===== src/rtl/dac_ad5318_ctrl.sv =====
// dac_ad5318_ctrl: serial-port master and request arbiter for the 8-channel
// 10-bit AD5318 DAC. Per-channel code updates and raw 16-bit control words
// are arbitrated, framed and shifted out on SCLK/SYNC_b/DIN.
//
// Optional feature macro: DAC_AD5318_CTRL_LDAC_PULSE_EN
//   defined   : LDAC_b idles high and pulses low for LDAC_W cycles after a
//               batch of channel frames, so all channels update together.
//   undefined : LDAC_b is tied low (transparent update), LDAC_W is unused.
module dac_ad5318_ctrl #(
  parameter int CLK_DIV   = 2,
  parameter int SYNC_GAP  = 4,
  parameter int MSB_FIRST = 1,
  parameter int LDAC_W    = 2
) (
  input  logic        CLK,
  input  logic        RST,
  input  logic [7:0]  ch_req,
  input  logic [79:0] ch_data,
  output logic [7:0]  ch_ack,
  input  logic        cfg_req,
  input  logic [15:0] cfg_word,
  output logic        cfg_ack,
  output logic        busy,
  output logic        SCLK,
  output logic        SYNC_b,
  output logic        DIN,
  output logic        LDAC_b
);

  localparam int HC_W = (CLK_DIV  > 1) ? $clog2(CLK_DIV)  : 1;
  localparam int GC_W = (SYNC_GAP > 1) ? $clog2(SYNC_GAP) : 1;
  localparam logic [HC_W-1:0] HC_RELOAD = HC_W'(CLK_DIV - 1);
  localparam logic [GC_W-1:0] GC_RELOAD = GC_W'(SYNC_GAP - 1);
`ifdef DAC_AD5318_CTRL_LDAC_PULSE_EN
  localparam int LC_W = (LDAC_W > 1) ? $clog2(LDAC_W) : 1;
  localparam logic [LC_W-1:0] LC_RELOAD = LC_W'(LDAC_W - 1);
`endif

  // Reject nonsensical timing parameters at elaboration.
  if (CLK_DIV < 1 || SYNC_GAP < 1 || LDAC_W < 1) begin : g_bad_params
    $error("dac_ad5318_ctrl: CLK_DIV, SYNC_GAP and LDAC_W must be >= 1");
  end

  typedef enum logic [2:0] {
    S_IDLE,
    S_LOAD,
    S_SHIFT,
`ifdef DAC_AD5318_CTRL_LDAC_PULSE_EN
    S_GAP,
    S_LDAC
`else
    S_GAP
`endif
  } state_t;

  state_t          state_q, state_d;
  logic            sclk_q;
  logic [HC_W-1:0] hcnt_q;
  logic [3:0]      bcnt_q;
  logic [15:0]     sr_q;
  logic [GC_W-1:0] gcnt_q;
  logic [2:0]      ptr_q;
  logic            gnt_cfg_q;
  logic [2:0]      gnt_idx_q;
`ifdef DAC_AD5318_CTRL_LDAC_PULSE_EN
  logic            ldac_pend_q;
  logic [LC_W-1:0] lcnt_q;
`endif

  logic            arb_found;
  logic [2:0]      arb_idx;
  logic [15:0]     chan_frame;
  logic            half_end;
  logic            frame_end;

  // The shift register always shifts left; LSB-first frames are bit-reversed
  // once at capture so DIN is always taken from sr_q[15].
  function automatic logic [15:0] orient(input logic [15:0] w);
    logic [15:0] r;
    for (int b = 0; b < 16; b++) r[b] = (MSB_FIRST != 0) ? w[b] : w[15-b];
    return r;
  endfunction

  // Round-robin search over channel requests starting at the pointer.
  always_comb begin
    // NOTE: every always_comb output gets a default first, otherwise paths
    // that skip an assignment infer a latch.
    arb_found = 1'b0;
    arb_idx   = ptr_q;
    for (int k = 0; k < 8; k++) begin
      if (!arb_found && ch_req[3'(ptr_q + 3'(k))]) begin
        arb_found = 1'b1;
        arb_idx   = 3'(ptr_q + 3'(k));
      end
    end
    chan_frame = {1'b0, arb_idx, ch_data[10*int'(arb_idx) +: 10], 2'b00};
  end

  assign half_end  = (hcnt_q == '0);
  assign frame_end = (state_q == S_SHIFT) && half_end && sclk_q && (bcnt_q == 4'd15);

  // State register.
  always_ff @(posedge CLK) begin
    // NOTE: sequential state uses non-blocking assignments so every register
    // samples pre-edge values, independent of statement order.
    if (RST) state_q <= S_IDLE;
    else     state_q <= state_d;
  end

  // Next-state decode and pin/handshake outputs.
  always_comb begin
    state_d = state_q;
    ch_ack  = '0;
    cfg_ack = 1'b0;
    busy    = (state_q != S_IDLE);
    SYNC_b  = 1'b1;
    DIN     = 1'b0;
`ifdef DAC_AD5318_CTRL_LDAC_PULSE_EN
    LDAC_b  = (state_q != S_LDAC);
`else
    LDAC_b  = 1'b0;
`endif
    case (state_q)
      S_IDLE: if (cfg_req || arb_found) state_d = S_LOAD;
      S_LOAD: begin
        cfg_ack = gnt_cfg_q;
        ch_ack  = gnt_cfg_q ? 8'h00 : (8'h01 << gnt_idx_q);
        SYNC_b  = 1'b0;
        DIN     = sr_q[15];
        state_d = S_SHIFT;
      end
      S_SHIFT: begin
        SYNC_b = 1'b0;
        DIN    = sr_q[15];
        if (frame_end) state_d = S_GAP;
      end
      S_GAP: begin
        if (gcnt_q == '0) begin
`ifdef DAC_AD5318_CTRL_LDAC_PULSE_EN
          if (ldac_pend_q && !cfg_req && (ch_req == 8'h00)) state_d = S_LDAC;
          else                                              state_d = S_IDLE;
`else
          state_d = S_IDLE;
`endif
        end
      end
`ifdef DAC_AD5318_CTRL_LDAC_PULSE_EN
      S_LDAC: if (lcnt_q == '0) state_d = S_IDLE;
`endif
      default: state_d = S_IDLE;
    endcase
  end

  assign SCLK = sclk_q;

  // Datapath: frame capture, SCLK/bit timing, gap and pulse counters.
  always_ff @(posedge CLK) begin
    if (RST) begin
      // NOTE: the shift register is a handful of flops, not a memory, so it is
      // cleared on reset like every other register here.
      sclk_q    <= 1'b0;
      hcnt_q    <= '0;
      bcnt_q    <= '0;
      sr_q      <= '0;
      gcnt_q    <= '0;
      ptr_q     <= '0;
      gnt_cfg_q <= 1'b0;
      gnt_idx_q <= '0;
`ifdef DAC_AD5318_CTRL_LDAC_PULSE_EN
      ldac_pend_q <= 1'b0;
      lcnt_q      <= '0;
`endif
    end else begin
      case (state_q)
        S_IDLE: begin
          if (state_d == S_LOAD) begin
            if (cfg_req) begin
              gnt_cfg_q <= 1'b1;
              sr_q      <= orient(cfg_word);
            end else begin
              gnt_cfg_q <= 1'b0;
              gnt_idx_q <= arb_idx;
              ptr_q     <= arb_idx + 3'd1;
              sr_q      <= orient(chan_frame);
            end
            // The LOAD cycle is the first cycle of bit 0's low phase.
            hcnt_q <= HC_RELOAD;
            sclk_q <= 1'b0;
            bcnt_q <= '0;
          end
        end
        S_LOAD, S_SHIFT: begin
          if (half_end) begin
            hcnt_q <= HC_RELOAD;
            if (!sclk_q) begin
              sclk_q <= 1'b1;
            end else begin
              sclk_q <= 1'b0;
              if (bcnt_q == 4'd15) begin
                bcnt_q <= '0;
                gcnt_q <= GC_RELOAD;
`ifdef DAC_AD5318_CTRL_LDAC_PULSE_EN
                if (!gnt_cfg_q) ldac_pend_q <= 1'b1;
`endif
              end else begin
                bcnt_q <= bcnt_q + 4'd1;
                sr_q   <= {sr_q[14:0], 1'b0};
              end
            end
          end else begin
            hcnt_q <= hcnt_q - HC_W'(1);
          end
        end
        S_GAP: begin
          if (gcnt_q != '0) gcnt_q <= gcnt_q - GC_W'(1);
`ifdef DAC_AD5318_CTRL_LDAC_PULSE_EN
          if (state_d == S_LDAC) begin
            lcnt_q      <= LC_RELOAD;
            ldac_pend_q <= 1'b0;
          end
`endif
        end
`ifdef DAC_AD5318_CTRL_LDAC_PULSE_EN
        S_LDAC: if (lcnt_q != '0) lcnt_q <= lcnt_q - LC_W'(1);
`endif
        default: ;
      endcase
    end
  end

endmodule

===== config.mk =====
export PLATFORM = sky130hd
export DESIGN_NAME = dac_ad5318_ctrl
export DESIGN_NICKNAME = d
export VERILOG_FILES = /design/src/rtl/dac_ad5318_ctrl.sv
export SDC_FILE = /design/constraint.sdc
export NUM_CORES = 1
export LEC_CHECK = 0
export CAP_MARGIN = 20
export CELL_PAD_IN_SITES_DETAIL_PLACEMENT = 2
export CELL_PAD_IN_SITES_GLOBAL_PLACEMENT = 2
export CORE_AREA = 2 2 98 100
export CTS_BUF_LIST = sky130_fd_sc_hd__clkbuf_8
export CTS_CLUSTER_DIAMETER = 30
export CTS_CLUSTER_SIZE = 30
export DETAILED_ROUTE_END_ITERATION = 8
export DIE_AREA = 0 0 100 102
export DONT_BUFFER_PORTS = 1
export PLACE_DENSITY = 0.87
export SYNTH_ARGS = -nofsm -noshare
export SYNTH_HDL_FRONTEND = slang
export SYNTH_SLANG_ARGS = --single-unit
export TNS_END_PERCENT = 5

===== constraint.sdc =====
create_clock -name CLK -period 4.6 [get_ports CLK]
set_input_delay 0.92 -clock CLK [delete_from_list [all_inputs] [get_ports CLK]]
set_output_delay 0.92 -clock CLK [all_outputs]
set_load 0.02 [all_outputs]

### Word-level counts from Yosys, hierarchy flattened

Index checks and enable logic that the tools add are counted.

| cells by class | value |
|---|---|
| $mul | 1 |
| bitwise gates (word level) | 2 |
| order comparisons | 8 |
| mux-type cells | 64 |
| reductions and logical operators | 32 |
| $add $sub $neg | 11 |
| shifts and indexed selects | 2 |
| equality and inequality tests | 11 |

Operators by type and width:

| kind | number |
|---|---|
| 16-bit two-way mux | 5 |
| 80-bit by 8-bit variable part select with 10-bit output | 1 |
| 3-bit by 4-bit < comparator with 1-bit output, second input constant | 8 |
| 16-bit case mux with 2 select lines | 1 |
| 3-bit two-way mux | 10 |
| 1-bit two-way mux | 25 |
| 1-bit binary-select mux with 3-bit select | 8 |
| 4-bit two-way mux | 4 |
| 8-bit two-way mux | 2 |
| 3-bit adder, second input constant | 4 |
| 3-bit case mux with 4 select lines | 1 |
| 1-bit logical AND | 10 |
| 5-bit AND reduction | 2 |
| 2-bit two-way mux | 4 |
| 2-bit != test, second input constant | 4 |
| 4-bit case mux with 2 select lines | 1 |
| 1-bit by 3-bit left shift with 8-bit output, first input constant | 1 |
| 1-bit zero test | 7 |
| 3-bit by 1-bit adder with 3-bit output, second input constant | 2 |
| 3-bit by 2-bit adder with 3-bit output, second input constant | 2 |
| 3-bit by 1-bit equality test with 1-bit output, second input constant | 2 |
| 3-bit by 2-bit equality test with 1-bit output, second input constant | 2 |
| 3-bit by 3-bit multiplier with 6-bit output, first input constant | 1 |
| 3-bit AND reduction | 2 |
| other kinds (16) | 22 |

| storage, ports and cells | value |
|---|---|
| bits in registers | 34 |
| logic and storage cells | 140 |

### Logic depth before layout (Yosys ltp)

Gate-level depths: netlist of the first run.

| depth | value |
|---|---|
| depth after elaboration | 30 |
| gate-level depth with buffers | 17 |
| gate-level depth less buffers | 13 |

### Worst setup path before layout of the first run

OpenSTA, ideal clock, no wires.

| path | value |
|---|---|
| kind | register to register |
| start point | register ptr_q[1] |
| end point | register sr_q[10] |
| data required time | 4470 ps |
| cell stages (with the launch flop) | 16 |
| arrival | 3882 ps |
| library setup time | 130 ps |
| path slack | 588 ps |
| cells stage by stage | dfxtp_1 clkbuf_1 inv_1 ha_1 buf_6 mux2_2 mux4_2 nor2_4 o21ai_2 nor3_1 o22ai_1 a32oi_1 buf_2 mux2_2 a2111oi_0 nor3_1 |

| between the ends | value |
|---|---|
| cells in the longest elaborated chain, start to end | 30 |
| elaborated cells between the ends (all ways) | 63 |

Ends and longest elaborated chain:

| what | RTL line | source |
|---|---|---|
| start: declaration | 62 | `logic [2:0] ptr_q;` |
| start signal: assignment | 183 | `ptr_q <= arb_idx + 3'd1;` |
| parallel branches: the longest is 30 deep, another holds 3-bit by 1-bit adder with 3-bit output | - |  |
| end signal: assignment | 179 | `sr_q <= orient(cfg_word);` |
| end signal: assignment | 184 | `sr_q <= orient(chan_frame);` |
| end signal: assignment | 207 | `sr_q <= {sr_q[14:0], 1'b0};` |
| end: declaration | 60 | `logic [15:0] sr_q;` |

Parallel ways; which one is timed is not known. The select of a mux whose other input is x is not followed.
A chain may end at the register's enable or synchronous reset.

### Final worst setup path of the first run

| path | value |
|---|---|
| start point | register ptr_q[1] |
| end point | register sr_q[2] |

Same word-level chain as after synthesis.

==> results of run 1 <==
[metrics by stage]
stage	hold slack, ns	util, %	setup slack [ns]	std cells	instance area [um2]
finish	0.452	39.6	0.288	525	3600
CTS	0.455	39.1	0.0605	520	3560
floorplan	0.432	-	0.588	413	3320
global route	0.479	39.6	0.00257	525	3600
detailed placement	0.446	37.9	0.0962	512	3450
global placement	0.438	37.9	0.315	512	3450
[path summary, 6_finish.rpt]
path	startpoint	endpoint	slack, ns	cells after the start
hold reg to reg	sr_q[0]	sr_q[0]	0.45	2
setup reg to reg	ptr_q[1]	sr_q[2]	0.29	12
setup / recovery	ptr_q[1]	sr_q[2]	0.29	12
hold / removal	sr_q[0]	sr_q[0]	0.45	2
[area by class of cell]
type                       count  area (um2)
inverter                      11        41.3
tap                          111         139
clock inverter                 3        37.5
fill                        1048        5510
sequential                    34         681
clock buffer                   5        68.8
multi-input combinational    343        2500
timing repair buffer          18         135
[flip-flops by register name, indices dropped and copies added (netlist names)]
register   cells
hcnt_q         1
sr_q          16
gcnt_q         2
bcnt_q         4
state_q        3
gnt_idx_q      3
SCLK           1
gnt_cfg_q      1
ptr_q          3
[worst max-delay path: cells and delay by family (launching register included)]
| family | cells | cell delay (ns) |
|---|---|---|
| buf+inv | 3 | 0.65 |
| simple gates | 2 | 0.75 |
| mux | 3 | 1.14 |
| flops | 1 | 0.34 |
| fa+ha+maj | 1 | 0.51 |
| compound gates | 3 | 0.79 |
[placed cells by master, fill, tap and decap left out, types with 6 or more instances in the layout]
cell type / n
sky130_fd_sc_hd__a2111oi_0: 6
sky130_fd_sc_hd__a211oi_1: 8
sky130_fd_sc_hd__a21oi_1: 20
sky130_fd_sc_hd__a311oi_1: 6
sky130_fd_sc_hd__and3_1: 7
sky130_fd_sc_hd__buf_4: 18
sky130_fd_sc_hd__dfxtp_1: 34
sky130_fd_sc_hd__inv_1: 11
sky130_fd_sc_hd__mux2_2: 14
sky130_fd_sc_hd__mux2i_1: 27
sky130_fd_sc_hd__mux4_2: 17
sky130_fd_sc_hd__nand2_1: 35
sky130_fd_sc_hd__nand2b_1: 10
sky130_fd_sc_hd__nand3_1: 11
sky130_fd_sc_hd__nor2_1: 57
sky130_fd_sc_hd__nor3_1: 23
sky130_fd_sc_hd__o211ai_1: 6
sky130_fd_sc_hd__o21ai_0: 18
sky130_fd_sc_hd__o22ai_1: 8
[cells by family (layout without fill, tap and decap cells)]
family / count (synthesis) / in the layout / share of synthesized area [%]
AND/OR/NAND/NOR: 173 / 173 / 25.2
AO/OA/AOI/OAI: 97 / 98 / 20.4
multiplexers: 59 / 59 / 24.8
buffers and inverters: 37 / 37 / 5.31
flip-flops: 34 / 34 / 20.5
XOR/XNOR: 6 / 6 / 1.81
adder cells (fa/ha/maj): 5 / 5 / 1.88
other: 1 / 2 / 0.113
[metal layers]
layer | up-vias | wire, um | global-route usage, % | part of all wire, %
met1 | 1666 | 4880 | 27.1 | 40
met5 | - | 0 | 0 | 0
li1 | 1542 | - | - | -
met4 | 0 | 184 | 5.37 | 1.5
met2 | 106 | 6530 | 44.4 | 54
met3 | 17 | 600 | 3.76 | 4.9
[repair_timing]
| item | in CTS | in global routing |
|---|---|---|
| hold buffers | 0 | 0 |
| setup buffers | 0 | 4 |
| setup endpoints to repair | 0 | 9 |
[where the power goes]
group          internal (mW)  switching, mW
clock network          0.158          0.118
registers              0.322         0.0204
logic                  0.353          0.478
total                  0.832          0.616
==> impl_results.html, run 1 <==
<table>
<tr><th>Metric</th><th>Value</th></tr>
<tr><th colspan="2">Outcome</th></tr>
<tr><td>Status</td><td>complete, no violations</td></tr>
<tr><th colspan="2">Global route</th></tr>
<tr><td>Maximum number of pins on one net before global-route repair</td><td>35</td></tr>
<tr><td>Overflow after GRT</td><td>0</td></tr>
<tr><td>Wire length of the first global-routing pass</td><td>18800 um</td></tr>
<tr><td>Vias in the first global route</td><td>3530</td></tr>
<tr><td>Global-route total usage across every layer</td><td>23.2%</td></tr>
<tr><td>Antenna violations before repair</td><td>0</td></tr>
<tr><th colspan="2">Synthesis</th></tr>
<tr><td>Most frequently used flop master after synthesis</td><td>sky130_fd_sc_hd__dfxtp_1</td></tr>
<tr><td>Most instantiated cells after synthesis</td><td>sky130_fd_sc_hd__nor2_1 (57), sky130_fd_sc_hd__nand2_1 (35), sky130_fd_sc_hd__dfxtp_1 (34)</td></tr>
<tr><td>Post-synth design cell area</td><td>3320 um2</td></tr>
<tr><td>Post-synth EDFFs</td><td>0</td></tr>
<tr><td>Share of the synthesized area in the top cell type</td><td>20.5%</td></tr>
<tr><td>Synth warn</td><td>0</td></tr>
<tr><td>Main area contributors after synthesis</td><td>sky130_fd_sc_hd__dfxtp_1 (21%), sky130_fd_sc_hd__mux4_2 (12%), sky130_fd_sc_hd__mux2i_1 (8.1%)</td></tr>
<tr><td>Total of flip-flops plus latches after synthesis</td><td>34</td></tr>
<tr><td>Leading cell type by number of instances after synthesis</td><td>sky130_fd_sc_hd__nor2_1</td></tr>
<tr><td>Mean cell area of the mapped netlist</td><td>8.06 um2</td></tr>
<tr><td>Share of async-settable or async-resettable flops after synthesis</td><td>0%</td></tr>
<tr><td>Number of different library cells in the post-synthesis netlist</td><td>61</td></tr>
<tr><td>Leading area contributor after synthesis</td><td>sky130_fd_sc_hd__dfxtp_1</td></tr>
<tr><td>Post-synthesis sequential area ratio</td><td>20.5%</td></tr>
<tr><td>Number of standard cells after synthesis</td><td>412</td></tr>
<tr><th colspan="2">Floorplanning</th></tr>
<tr><td>DIE AREA</td><td>10200 um2</td></tr>
<tr><td>Number of core rows</td><td>35</td></tr>
<tr><td>Initial standard-cell utilization of the core</td><td>36.4%</td></tr>
<tr><td>Width of the die</td><td>100 um</td></tr>
<tr><td>Die Y-Extent</td><td>102 um</td></tr>
<tr><td>Count of pins on the block boundary</td><td>121</td></tr>
<tr><td>Placeable core area</td><td>9110 um2</td></tr>
<tr><th colspan="2">CTS</th></tr>
<tr><td>Clk root buf</td><td>sky130_fd_sc_hd__clkbuf_8</td></tr>
<tr><td>Clock transition at path regs</td><td>0.07 ns</td></tr>
<tr><td>Number of clock buffers inserted by TritonCTS</td><td>5</td></tr>
<tr><td>Clock sink count</td><td>34</td></tr>
<tr><td>Clock tree from TritonCTS</td><td>built</td></tr>
<tr><td>CTS H-tree depth</td><td>2</td></tr>
<tr><td>Clk Latency, worst-skew pair</td><td>0.29 ns</td></tr>
<tr><td>Post-cts resize count</td><td>0</td></tr>
<tr><td>Clock Tree Buf Depth</td><td>2</td></tr>
<tr><th colspan="2">Routing</th></tr>
<tr><td>Via Count</td><td>3331</td></tr>
<tr><td>DRC violation count after routing</td><td>0</td></tr>
<tr><td>Post-DR vias/cell</td><td>6.34</td></tr>
<tr><td>Count of antenna-violating nets left after detailed routing</td><td>0</td></tr>
<tr><td>DR WL/cell</td><td>23.2 um</td></tr>
<tr><td>Number of DRC markers in iteration 0</td><td>114</td></tr>
<tr><td>Total routed wirelength</td><td>12200 um</td></tr>
<tr><td>First-pass detailed-route iteration total</td><td>4</td></tr>
<tr><th colspan="2">Pwr</th></tr>
<tr><td>Total power of the final layout</td><td>1.45 mW</td></tr>
<tr><td>Peak supply drop</td><td>0.161 mV</td></tr>
<tr><td>Lkg Pwr</td><td>1.24 nW</td></tr>
<tr><td>Power density over the cells</td><td>402 nW/um2</td></tr>
<tr><th colspan="2">Timing</th></tr>
<tr><td>Number of pins with negative max-slew slack in the final report</td><td>0</td></tr>
<tr><td>Worst-case headroom to the max-slew limit</td><td>49.1%</td></tr>
<tr><td>RSZ-0062 raised after global routing</td><td>no</td></tr>
<tr><td>Aggregate negative setup slack</td><td>0 ns</td></tr>
<tr><td>Endpoints failing setup</td><td>0</td></tr>
<tr><td>Final clock period utilization by the worst path</td><td>93.7%</td></tr>
<tr><td>Clk_skew</td><td>0.00885 ns</td></tr>
<tr><td>Final critical path time including I/O delays and setup</td><td>4.31 ns</td></tr>
<tr><td>Actual transition at the worst max-transition pin</td><td>0.758 ns</td></tr>
<tr><td>Upper clock frequency limit</td><td>0.232 GHz</td></tr>
<tr><td>Final Hold Fails</td><td>0</td></tr>
<tr><th colspan="2">Worst setup path</th></tr>
<tr><td>CP Data Required Time</td><td>4.78 ns</td></tr>
<tr><td>Startpoint Class</td><td>flop</td></tr>
<tr><td>Max stage delay on crit path</td><td>0.51 ns</td></tr>
<tr><td>Arrival time of data at the critical path endpoint</td><td>4.49 ns</td></tr>
<tr><td>List of cells traversed by the critical path</td><td>inv_1 -&gt; ha_1 -&gt; buf_4 -&gt; mux4_2 -&gt; mux2i_1 -&gt; nand2_1 -&gt; or3_1 -&gt; a32oi_4 -&gt; buf_4 -&gt; mux2i_1 -&gt; o211ai_1 -&gt; o31a_1</td></tr>
<tr><td>CP max stage cell</td><td>sky130_fd_sc_hd__ha_1</td></tr>
<tr><td>Category of the worst setup path capture point</td><td>flop</td></tr>
<tr><td>Class of the most critical setup path</td><td>flop to flop</td></tr>
<tr><td>Crit path max fanout</td><td>18</td></tr>
<tr><th colspan="2">Cells and area</th></tr>
<tr><td>Area overhead of the layout relative to synthesis</td><td>8.56%</td></tr>
<tr><td>Layout net count</td><td>525</td></tr>
<tr><td>Share of final-layout standard cells stronger than drive strength 1</td><td>15.9%</td></tr>
<tr><td>Antenna diode instance count</td><td>0</td></tr>
<tr><th colspan="2">Placement</th></tr>
<tr><td>HPWL after DPL</td><td>8990 um</td></tr>
<tr><td>Port Buf Inserts</td><td>0</td></tr>
<tr><td>Routability cong.</td><td>0.870</td></tr>
<tr><th colspan="2">Flow run</th></tr>
<tr><td>Number of maximum-capacitance violations</td><td>0</td></tr>
<tr><th colspan="2">Hold path</th></tr>
<tr><td>HP Class</td><td>flop to flop</td></tr>
</table>
Power figures use the tool's default switching activity.
==> run 2, diff against run 1 <==
Settings changed: GPL_ROUTABILITY_DRIVEN set to 0, TNS_END_PERCENT 5 to 50.
==> run 2 against run 1 <==
Net effect: sequential share of layout area rose by 0.053 points; power down 2.6%; worst hold slack better by 0.0041 ns; maximum frequency fell by 1.8%; die area stayed put; critical path depth unchanged; utilization is 0.11 points lower; sequential power hardly changed; setup slack got worse by 0.081 ns; non-clock buffer count shrank 2; highest routed layer unchanged.
==> impl_results.html, run 2 (synthesized netlist as in run 1, its figures left out) <==
<table>
<tr><th>Metric</th><th>Value</th></tr>
<tr><th colspan="2">Outcome</th></tr>
<tr><td>Status</td><td>complete, no violations (unchanged)</td></tr>
<tr><th colspan="2">CTS</th></tr>
<tr><td>Number of clock buffers inserted by TritonCTS</td><td>5 (unchanged)</td></tr>
<tr><td>Clk root buf</td><td>sky130_fd_sc_hd__clkbuf_8 (unchanged)</td></tr>
<tr><td>Clock tree from TritonCTS</td><td>built (unchanged)</td></tr>
<tr><td>CTS H-tree depth</td><td>2 (unchanged)</td></tr>
<tr><td>Clk Latency, worst-skew pair</td><td>0.30 ns (was 0.29 ns)</td></tr>
<tr><td>Clock transition at path regs</td><td>0.08 ns (was 0.07 ns)</td></tr>
<tr><td>Clock Tree Buf Depth</td><td>2 (unchanged)</td></tr>
<tr><td>Clock sink count</td><td>34 (unchanged)</td></tr>
<tr><th colspan="2">Pwr</th></tr>
<tr><td>Share of total power in the clock network</td><td>17.2% (was 19.0%)</td></tr>
<tr><td>Peak supply drop</td><td>0.131 mV (was 0.161 mV)</td></tr>
<tr><td>Power density over the cells</td><td>393 nW/um2 (was 402 nW/um2)</td></tr>
<tr><td>Switching share of total power</td><td>43.5% (was 42.5%)</td></tr>
<tr><td>Comb pwr share</td><td>58.5% (was 57.4%)</td></tr>
<tr><td>Relative contribution of sequential cells to total power</td><td>24.3% (was 23.6%)</td></tr>
<tr><td>Total power of the final layout</td><td>1.41 mW (was 1.45 mW)</td></tr>
<tr><td>Cell internal power dissipation</td><td>0.797 mW (was 0.832 mW)</td></tr>
<tr><td>Lkg Pwr</td><td>1.22 nW (was 1.24 nW)</td></tr>
<tr><td>NetSw</td><td>0.614 mW (was 0.616 mW)</td></tr>
<tr><th colspan="2">Timing</th></tr>
<tr><td>Endpoints failing setup</td><td>0 (unchanged)</td></tr>
<tr><td>Final clock period utilization by the worst path</td><td>95.5% (was 93.7%)</td></tr>
<tr><td>Clk_skew</td><td>0.00422 ns (was 0.00885 ns)</td></tr>
<tr><td>Worst-case headroom to the max-slew limit</td><td>43.5% (was 49.1%)</td></tr>
<tr><td>Final Hold Fails</td><td>0 (unchanged)</td></tr>
<tr><td>Actual transition at the worst max-transition pin</td><td>0.842 ns (was 0.758 ns)</td></tr>
<tr><td>Number of pins with negative max-slew slack in the final report</td><td>0 (unchanged)</td></tr>
<tr><td>Final critical path time including I/O delays and setup</td><td>4.39 ns (was 4.31 ns)</td></tr>
<tr><td>Upper clock frequency limit</td><td>0.228 GHz (was 0.232 GHz)</td></tr>
<tr><td>Min Hold Slack</td><td>0.456 ns (was 0.452 ns)</td></tr>
<tr><th colspan="2">Cells and area</th></tr>
<tr><td>Max FFs per register</td><td>16 (unchanged)</td></tr>
<tr><td>Layout net count</td><td>523 (was 525)</td></tr>
<tr><td>Commonest non-fill, non-tap cell in the layout</td><td>sky130_fd_sc_hd__nor2_1 (unchanged)</td></tr>
<tr><td>Area overhead of the layout relative to synthesis</td><td>8.25% (was 8.56%)</td></tr>
<tr><td>Antenna diode instance count</td><td>0 (unchanged)</td></tr>
<tr><td>Leading cell types in the layout, fill and taps excluded</td><td>sky130_fd_sc_hd__nor2_1 (57), sky130_fd_sc_hd__nand2_1 (35), sky130_fd_sc_hd__dfxtp_1 (34) (unchanged)</td></tr>
<tr><td>Biggest registers after layout</td><td>sr_q (16), bcnt_q (4) (unchanged)</td></tr>
<tr><td>Fill cells</td><td>1069 (was 1048)</td></tr>
<tr><td>Register bank with the most flops</td><td>sr_q (unchanged)</td></tr>
<tr><td>Share of final-layout standard cells stronger than drive strength 1</td><td>16.3% (was 15.9%)</td></tr>
<tr><th colspan="2">Routing</th></tr>
<tr><td>First-pass detailed-route iteration total</td><td>4 (unchanged)</td></tr>
<tr><td>DRC violation count after routing</td><td>0 (unchanged)</td></tr>
<tr><td>Total routed wirelength</td><td>12200 um (about the same)</td></tr>
<tr><td>DR WL/cell</td><td>23.3 um (was 23.2 um)</td></tr>
<tr><td>Via Count</td><td>3395 (was 3331)</td></tr>
<tr><td>Number of DRC markers in iteration 0</td><td>119 (was 114)</td></tr>
<tr><td>Post-DR vias/cell</td><td>6.49 (was 6.34)</td></tr>
<tr><td>Count of antenna-violating nets left after detailed routing</td><td>0 (unchanged)</td></tr>
<tr><th colspan="2">Worst setup path</th></tr>
<tr><td>Class of the most critical setup path</td><td>flop to flop (unchanged)</td></tr>
<tr><td>Crit path max fanout</td><td>12 (was 18)</td></tr>
<tr><td>Category of the worst setup path capture point</td><td>flop (unchanged)</td></tr>
<tr><td>Arrival time of data at the critical path endpoint</td><td>4.56 ns (was 4.49 ns)</td></tr>
<tr><td>CP Data Required Time</td><td>4.77 ns (was 4.78 ns)</td></tr>
<tr><td>Startpoint Class</td><td>flop (unchanged)</td></tr>
<tr><th colspan="2">Global route</th></tr>
<tr><td>Wire length of the first global-routing pass</td><td>18900 um (was 18800 um)</td></tr>
<tr><td>Maximum number of pins on one net before global-route repair</td><td>35 (unchanged)</td></tr>
<tr><td>Overflow after GRT</td><td>0 (unchanged)</td></tr>
<tr><td>Global-route total usage across every layer</td><td>23.7% (was 23.2%)</td></tr>
<tr><td>Vias in the first global route</td><td>3697 (was 3530)</td></tr>
<tr><td>Antenna violations before repair</td><td>0 (unchanged)</td></tr>
<tr><th colspan="2">Floorplanning</th></tr>
<tr><td>Initial standard-cell utilization of the core</td><td>36.4% (unchanged)</td></tr>
<tr><td>Width of the die</td><td>100 um (unchanged)</td></tr>
<tr><td>DIE AREA</td><td>10200 um2 (unchanged)</td></tr>
<tr><td>Die Y-Extent</td><td>102 um (unchanged)</td></tr>
<tr><td>Count of pins on the block boundary</td><td>121 (unchanged)</td></tr>
<tr><td>Number of core rows</td><td>35 (unchanged)</td></tr>
<tr><td>Placeable core area</td><td>9110 um2 (unchanged)</td></tr>
<tr><th colspan="2">Flow run</th></tr>
<tr><td>Number of maximum-capacitance violations</td><td>0 (unchanged)</td></tr>
<tr><th colspan="2">Placement</th></tr>
<tr><td>HPWL after DPL</td><td>9180 um (was 8990 um)</td></tr>
<tr><td>Port Buf Inserts</td><td>0 (unchanged)</td></tr>
<tr><th colspan="2">Hold path</th></tr>
<tr><td>HP Class</td><td>flop to flop (unchanged)</td></tr>
</table>
==> run 2: worst paths after layout <==
path / start / cells past startpoint / end / slack (ns)
max: ptr_q[1] / 12 / sr_q[6] / 0.21
min: sr_q[12] / 2 / sr_q[12] / 0.46
max reg2reg: ptr_q[1] / 12 / sr_q[6] / 0.21
min reg2reg: sr_q[12] / 2 / sr_q[12] / 0.46
==> run 2: worst max-delay path: stages (launching register included) <==
cell and delay, ns:
sky130_fd_sc_hd__dfxtp_1 0.34, sky130_fd_sc_hd__inv_1 0.09, sky130_fd_sc_hd__ha_2 0.50, sky130_fd_sc_hd__mux2_2 0.40, sky130_fd_sc_hd__mux4_2 0.55, sky130_fd_sc_hd__nor2_4 0.21, sky130_fd_sc_hd__o21ai_2 0.15, sky130_fd_sc_hd__nor3_1 0.29
sky130_fd_sc_hd__o22ai_1 0.22, sky130_fd_sc_hd__a32oi_4 0.48, sky130_fd_sc_hd__mux2_2 0.38, sky130_fd_sc_hd__a2111oi_0 0.53, sky130_fd_sc_hd__nor3_1 0.12
==> run 2: layer usage <==
metal  track usage (%)  routed length [um]  vias to the layer above
li1                  -                   -                     1545
met1              25.4                4550                     1707
met2              46.2                6690                      115
met3              4.38                 602                       28
met4              8.75                 377                        0
met5                 0                   0                        -
==> run 2: power groups by stage <==
stage / clock [mW] / combinational [mW] / sequential, mW
after floorplan: 0 / 0.605 / 0.344
after global placement: 0 / 0.754 / 0.347
after detailed placement: 0 / 0.793 / 0.349
after CTS: 0.246 / 0.798 / 0.342
after global routing: 0.258 / 0.898 / 0.346
final: 0.243 / 0.826 / 0.343
==> run 2: metrics by stage <==
step | cell area, um2 | utilization (%) | std cells | worst slack [ns] | setup TNS [ns]
6_report | 3590 | 39.5 | 523 | 0.207 | 0
5_1_grt | 3590 | 39.5 | 523 | -0.0586 | -0.0586
4_1_cts | 3540 | 38.9 | 518 | 0.0956 | 0
3_5_place_dp | 3450 | 37.9 | 510 | 0.100 | 0
3_3_place_gp | 3450 | 37.9 | 510 | 0.383 | 0
2_1_floorplan | 3320 | - | 413 | 0.588 | 0
==> run 2: area by class of cell <==
cell class	count	area (um2)	share of cell area [%]
tap	111	139	3.86
clock inverter	2	12.5	0.348
multi-input combinational	343	2500	69.7
sequential	34	681	18.9
inverter	11	41.3	1.15
timing repair buffer	16	133	3.69
clock buffer	6	82.6	2.30
==> run 2: what timing repair did <==
action                     4_1_cts  5_1_grt
setup endpoints to repair        0        9
hold buffers                     0        0
buffers inserted                 0        4
gates resized for setup          0        2
==> run 3, diff against run 2 <==
Settings changed: GPL_TIMING_DRIVEN set to 0.
==> run 3 against run 2 <==
Net effect: sequential power up 3%; critical endpoint is now sr_q[4]; via count about the same; global-route usage up 0.15 points; non-clock buffer count up 14; register-to-register slack better by 0.02 ns; utilization up 0.95 points; worst hold slack better by 0.010 ns; largest cell class unchanged; wire length up 0.51%.
==> impl_results.html, run 3 (synthesized netlist as in run 1, its figures left out) <==
<table>
<tr><th>Metric</th><th>Value</th></tr>
<tr><th colspan="2">Outcome</th></tr>
<tr><td>Status</td><td>complete, no violations (unchanged)</td></tr>
<tr><th colspan="2">Pwr</th></tr>
<tr><td>Peak supply drop</td><td>0.350 mV (was 0.131 mV)</td></tr>
<tr><td>NetSw</td><td>0.623 mW (was 0.614 mW)</td></tr>
<tr><td>Share of total power in the clock network</td><td>22.9% (was 17.2%)</td></tr>
<tr><td>Power density over the cells</td><td>418 nW/um2 (was 393 nW/um2)</td></tr>
<tr><td>Relative contribution of sequential cells to total power</td><td>22.9% (was 24.3%)</td></tr>
<tr><td>Cell internal power dissipation</td><td>0.915 mW (was 0.797 mW)</td></tr>
<tr><td>Switching share of total power</td><td>40.5% (was 43.5%)</td></tr>
<tr><td>Comb pwr share</td><td>54.2% (was 58.5%)</td></tr>
<tr><td>Total power of the final layout</td><td>1.54 mW (was 1.41 mW)</td></tr>
<tr><td>Lkg Pwr</td><td>1.26 nW (was 1.22 nW)</td></tr>
<tr><th colspan="2">Routing</th></tr>
<tr><td>Post-DR vias/cell</td><td>6.34 (was 6.49)</td></tr>
<tr><td>Count of antenna-violating nets left after detailed routing</td><td>0 (unchanged)</td></tr>
<tr><td>Via Count</td><td>3396 (was 3395)</td></tr>
<tr><td>DR WL/cell</td><td>22.9 um (was 23.3 um)</td></tr>
<tr><td>Number of DRC markers in iteration 0</td><td>104 (was 119)</td></tr>
<tr><td>First-pass detailed-route iteration total</td><td>4 (unchanged)</td></tr>
<tr><td>DRC violation count after routing</td><td>0 (unchanged)</td></tr>
<tr><td>Total routed wirelength</td><td>12300 um (was 12200 um)</td></tr>
<tr><th colspan="2">Global route</th></tr>
<tr><td>Global-route total usage across every layer</td><td>23.8% (was 23.7%)</td></tr>
<tr><td>Maximum number of pins on one net before global-route repair</td><td>12 (was 35)</td></tr>
<tr><td>Wire length of the first global-routing pass</td><td>18900 um (about the same)</td></tr>
<tr><td>Overflow after GRT</td><td>0 (unchanged)</td></tr>
<tr><td>Antenna violations before repair</td><td>0 (unchanged)</td></tr>
<tr><td>Vias in the first global route</td><td>3732 (was 3697)</td></tr>
<tr><th colspan="2">Floorplanning</th></tr>
<tr><td>Die Y-Extent</td><td>102 um (unchanged)</td></tr>
<tr><td>Count of pins on the block boundary</td><td>121 (unchanged)</td></tr>
<tr><td>Placeable core area</td><td>9110 um2 (unchanged)</td></tr>
<tr><td>Number of core rows</td><td>35 (unchanged)</td></tr>
<tr><td>Width of the die</td><td>100 um (unchanged)</td></tr>
<tr><td>Initial standard-cell utilization of the core</td><td>36.4% (unchanged)</td></tr>
<tr><td>DIE AREA</td><td>10200 um2 (unchanged)</td></tr>
<tr><th colspan="2">Cells and area</th></tr>
<tr><td>Area overhead of the layout relative to synthesis</td><td>10.9% (was 8.25%)</td></tr>
<tr><td>Antenna diode instance count</td><td>0 (unchanged)</td></tr>
<tr><td>Leading cell types in the layout, fill and taps excluded</td><td>sky130_fd_sc_hd__nor2_1 (57), sky130_fd_sc_hd__nand2_1 (34), sky130_fd_sc_hd__dfxtp_1 (33) (was sky130_fd_sc_hd__nor2_1 (57), sky130_fd_sc_hd__nand2_1 (35), sky130_fd_sc_hd__dfxtp_1 (34))</td></tr>
<tr><td>Share of final-layout standard cells stronger than drive strength 1</td><td>17.2% (was 16.3%)</td></tr>
<tr><td>Register bank with the most flops</td><td>sr_q (unchanged)</td></tr>
<tr><td>Biggest registers after layout</td><td>sr_q (16), bcnt_q (4) (unchanged)</td></tr>
<tr><td>Commonest non-fill, non-tap cell in the layout</td><td>sky130_fd_sc_hd__nor2_1 (unchanged)</td></tr>
<tr><td>Layout net count</td><td>536 (was 523)</td></tr>
<tr><td>Max FFs per register</td><td>16 (unchanged)</td></tr>
<tr><td>Fill cells</td><td>1049 (was 1069)</td></tr>
<tr><td>Register cell area after layout</td><td>684 um2 (was 681 um2)</td></tr>
<tr><td>Multi-input gate area</td><td>2490 um2 (was 2500 um2)</td></tr>
<tr><th colspan="2">Worst setup path</th></tr>
<tr><td>Class of the most critical setup path</td><td>flop to flop (unchanged)</td></tr>
<tr><td>CP Data Required Time</td><td>4.81 ns (was 4.77 ns)</td></tr>
<tr><td>Arrival time of data at the critical path endpoint</td><td>4.58 ns (was 4.56 ns)</td></tr>
<tr><td>Category of the worst setup path capture point</td><td>flop (unchanged)</td></tr>
<tr><td>Number of cell instances on the worst register-to-register path</td><td>15 (was 12)</td></tr>
<tr><td>Capture point of the worst reg-to-reg path</td><td>sr_q[4] (was sr_q[6])</td></tr>
<tr><td>Startpoint Class</td><td>flop (unchanged)</td></tr>
<tr><td>Reg2reg start</td><td>ptr_q[0] (was ptr_q[1])</td></tr>
<tr><td>Crit path max fanout</td><td>10 (was 12)</td></tr>
<tr><td>Register-to-Register Setup Slack</td><td>0.23 ns (was 0.21 ns)</td></tr>
<tr><th colspan="2">Hold path</th></tr>
<tr><td>Launch instance of the worst min-delay path</td><td>sr_q[14] (was sr_q[12])</td></tr>
<tr><td>HP Class</td><td>flop to flop (unchanged)</td></tr>
<tr><td>End point of the worst hold path</td><td>sr_q[14] (was sr_q[12])</td></tr>
<tr><td>Hold Path Depth</td><td>2 (unchanged)</td></tr>
<tr><th colspan="2">Timing</th></tr>
<tr><td>Endpoints failing setup</td><td>0 (unchanged)</td></tr>
<tr><td>Final clock period utilization by the worst path</td><td>95.0% (was 95.5%)</td></tr>
<tr><td>Number of pins with negative max-slew slack in the final report</td><td>0 (unchanged)</td></tr>
<tr><td>Clk_skew</td><td>0.00470 ns (was 0.00422 ns)</td></tr>
<tr><td>Final critical path time including I/O delays and setup</td><td>4.37 ns (was 4.39 ns)</td></tr>
<tr><td>Actual transition at the worst max-transition pin</td><td>0.735 ns (was 0.842 ns)</td></tr>
<tr><td>Worst-case headroom to the max-slew limit</td><td>50.6% (was 43.5%)</td></tr>
<tr><td>Final Hold Fails</td><td>0 (unchanged)</td></tr>
<tr><td>Aggregate negative setup slack</td><td>0 ns (unchanged)</td></tr>
<tr><td>Upper clock frequency limit</td><td>0.229 GHz (was 0.228 GHz)</td></tr>
<tr><th colspan="2">CTS</th></tr>
<tr><td>Clock sink count</td><td>34 (unchanged)</td></tr>
<tr><td>Number of clock buffers inserted by TritonCTS</td><td>5 (unchanged)</td></tr>
<tr><td>Clock tree from TritonCTS</td><td>built (unchanged)</td></tr>
<tr><td>Clk root buf</td><td>sky130_fd_sc_hd__clkbuf_8 (unchanged)</td></tr>
<tr><td>Clk Latency, worst-skew pair</td><td>0.30 ns (about the same)</td></tr>
<tr><td>Clock Tree Buf Depth</td><td>2 (unchanged)</td></tr>
<tr><td>CTS H-tree depth</td><td>2 (unchanged)</td></tr>
<tr><td>Clock transition at path regs</td><td>0.08 ns (about the same)</td></tr>
<tr><th colspan="2">Flow run</th></tr>
<tr><td>Number of maximum-capacitance violations</td><td>0 (unchanged)</td></tr>
<tr><th colspan="2">Placement</th></tr>
<tr><td>Port Buf Inserts</td><td>0 (unchanged)</td></tr>
<tr><td>HPWL after DPL</td><td>9410 um (was 9180 um)</td></tr>
</table>
==> run 3: cell types whose count changed in the layout (fill, tap and decap cells not counted), sizes merged <==
cell	change
clkinvlp	-1
a32oi	-1
clkinv	-1
clkbuf	+12
buf	+2
bufinv	+2
==> run 3: worst max path at each step <==
stage	start	end	slack (ns)	cells past startpoint
floorplan	ptr_q[1]	sr_q[10]	0.59	15
global placement	ptr_q[1]	sr_q[4]	-0.56	15
detailed placement	ptr_q[1]	sr_q[4]	-0.65	15
CTS	ptr_q[1]	sr_q[3]	0.03	15
global route	ptr_q[0]	sr_q[6]	-0.02	17
finish	ptr_q[0]	sr_q[4]	0.23	15
==> run 3: final cells by class <==
cell class / count / share of cell area (%)
multi-input combinational: 342 / 67.7
sequential: 34 / 18.6
buffer: 25 / 3.88
tap: 111 / 3.77
clock buffer: 6 / 2.24
clock inverter: 2 / 1.63
inverter: 11 / 1.16
timing repair buffer: 5 / 1.02
==> run 3: stage by stage <==
step                setup slack, ns  std cells  hold WS (ns)  instance area [um2]  utilization, %
global route                -0.0219        536         0.494                 3680            40.4
global placement             -0.561        524         0.444                 3460            38.0
detailed placement           -0.653        524         0.453                 3460            38.0
CTS                          0.0280        536         0.469                 3650            40.1
floorplan                     0.588        413         0.432                 3320               -
finish                        0.228        536         0.467                 3680            40.4
==> run 3: timing repair <==
| action | in CTS | in global routing |
|---|---|---|
| setup endpoints to repair | 21 | 13 |
| hold buffers | 0 | 0 |
| pin swaps | 2 | 2 |
| cloned | 0 | 0 |
| resized for setup | 10 | 9 |
| endpoints found under the hold margin | 0 | 0 |
| buffers inserted | 4 | 1 |
==> run 3: routing by layer <==
layer,share of wire [%],GRT usage [%],vias up,routed length (um)
li1,-,-,1566,-
met1,40,26.6,1696,4880
met2,53,45.7,109,6560
met3,4.2,4.10,25,521
met4,2.5,8.11,0,310
met5,0,0,-,0
==> run 3: power by group through the flow <==
stage	combinational, mW	clock, mW	sequential (mW)
finish	0.834	0.353	0.352
global route	0.908	0.370	0.356
CTS	0.827	0.357	0.347
detailed placement	0.793	0	0.352
global placement	0.756	0	0.350
floorplan	0.605	0	0.344
==> run 3: worst max-delay path, cell delays in order (launching register included) <==
cell and delay [ns]:
sky130_fd_sc_hd__dfxtp_1 0.38, sky130_fd_sc_hd__buf_6 0.17, sky130_fd_sc_hd__inv_1 0.12, sky130_fd_sc_hd__ha_1 0.32
sky130_fd_sc_hd__buf_6 0.13, sky130_fd_sc_hd__mux2_2 0.37, sky130_fd_sc_hd__mux4_2 0.56, sky130_fd_sc_hd__nor2_4 0.23
sky130_fd_sc_hd__o21ai_2 0.17, sky130_fd_sc_hd__o41ai_4 0.45, sky130_fd_sc_hd__buf_4 0.18, sky130_fd_sc_hd__a21boi_2 0.22
sky130_fd_sc_hd__buf_6 0.18, sky130_fd_sc_hd__nor3_1 0.06, sky130_fd_sc_hd__or4_1 0.48, sky130_fd_sc_hd__nor3_1 0.25
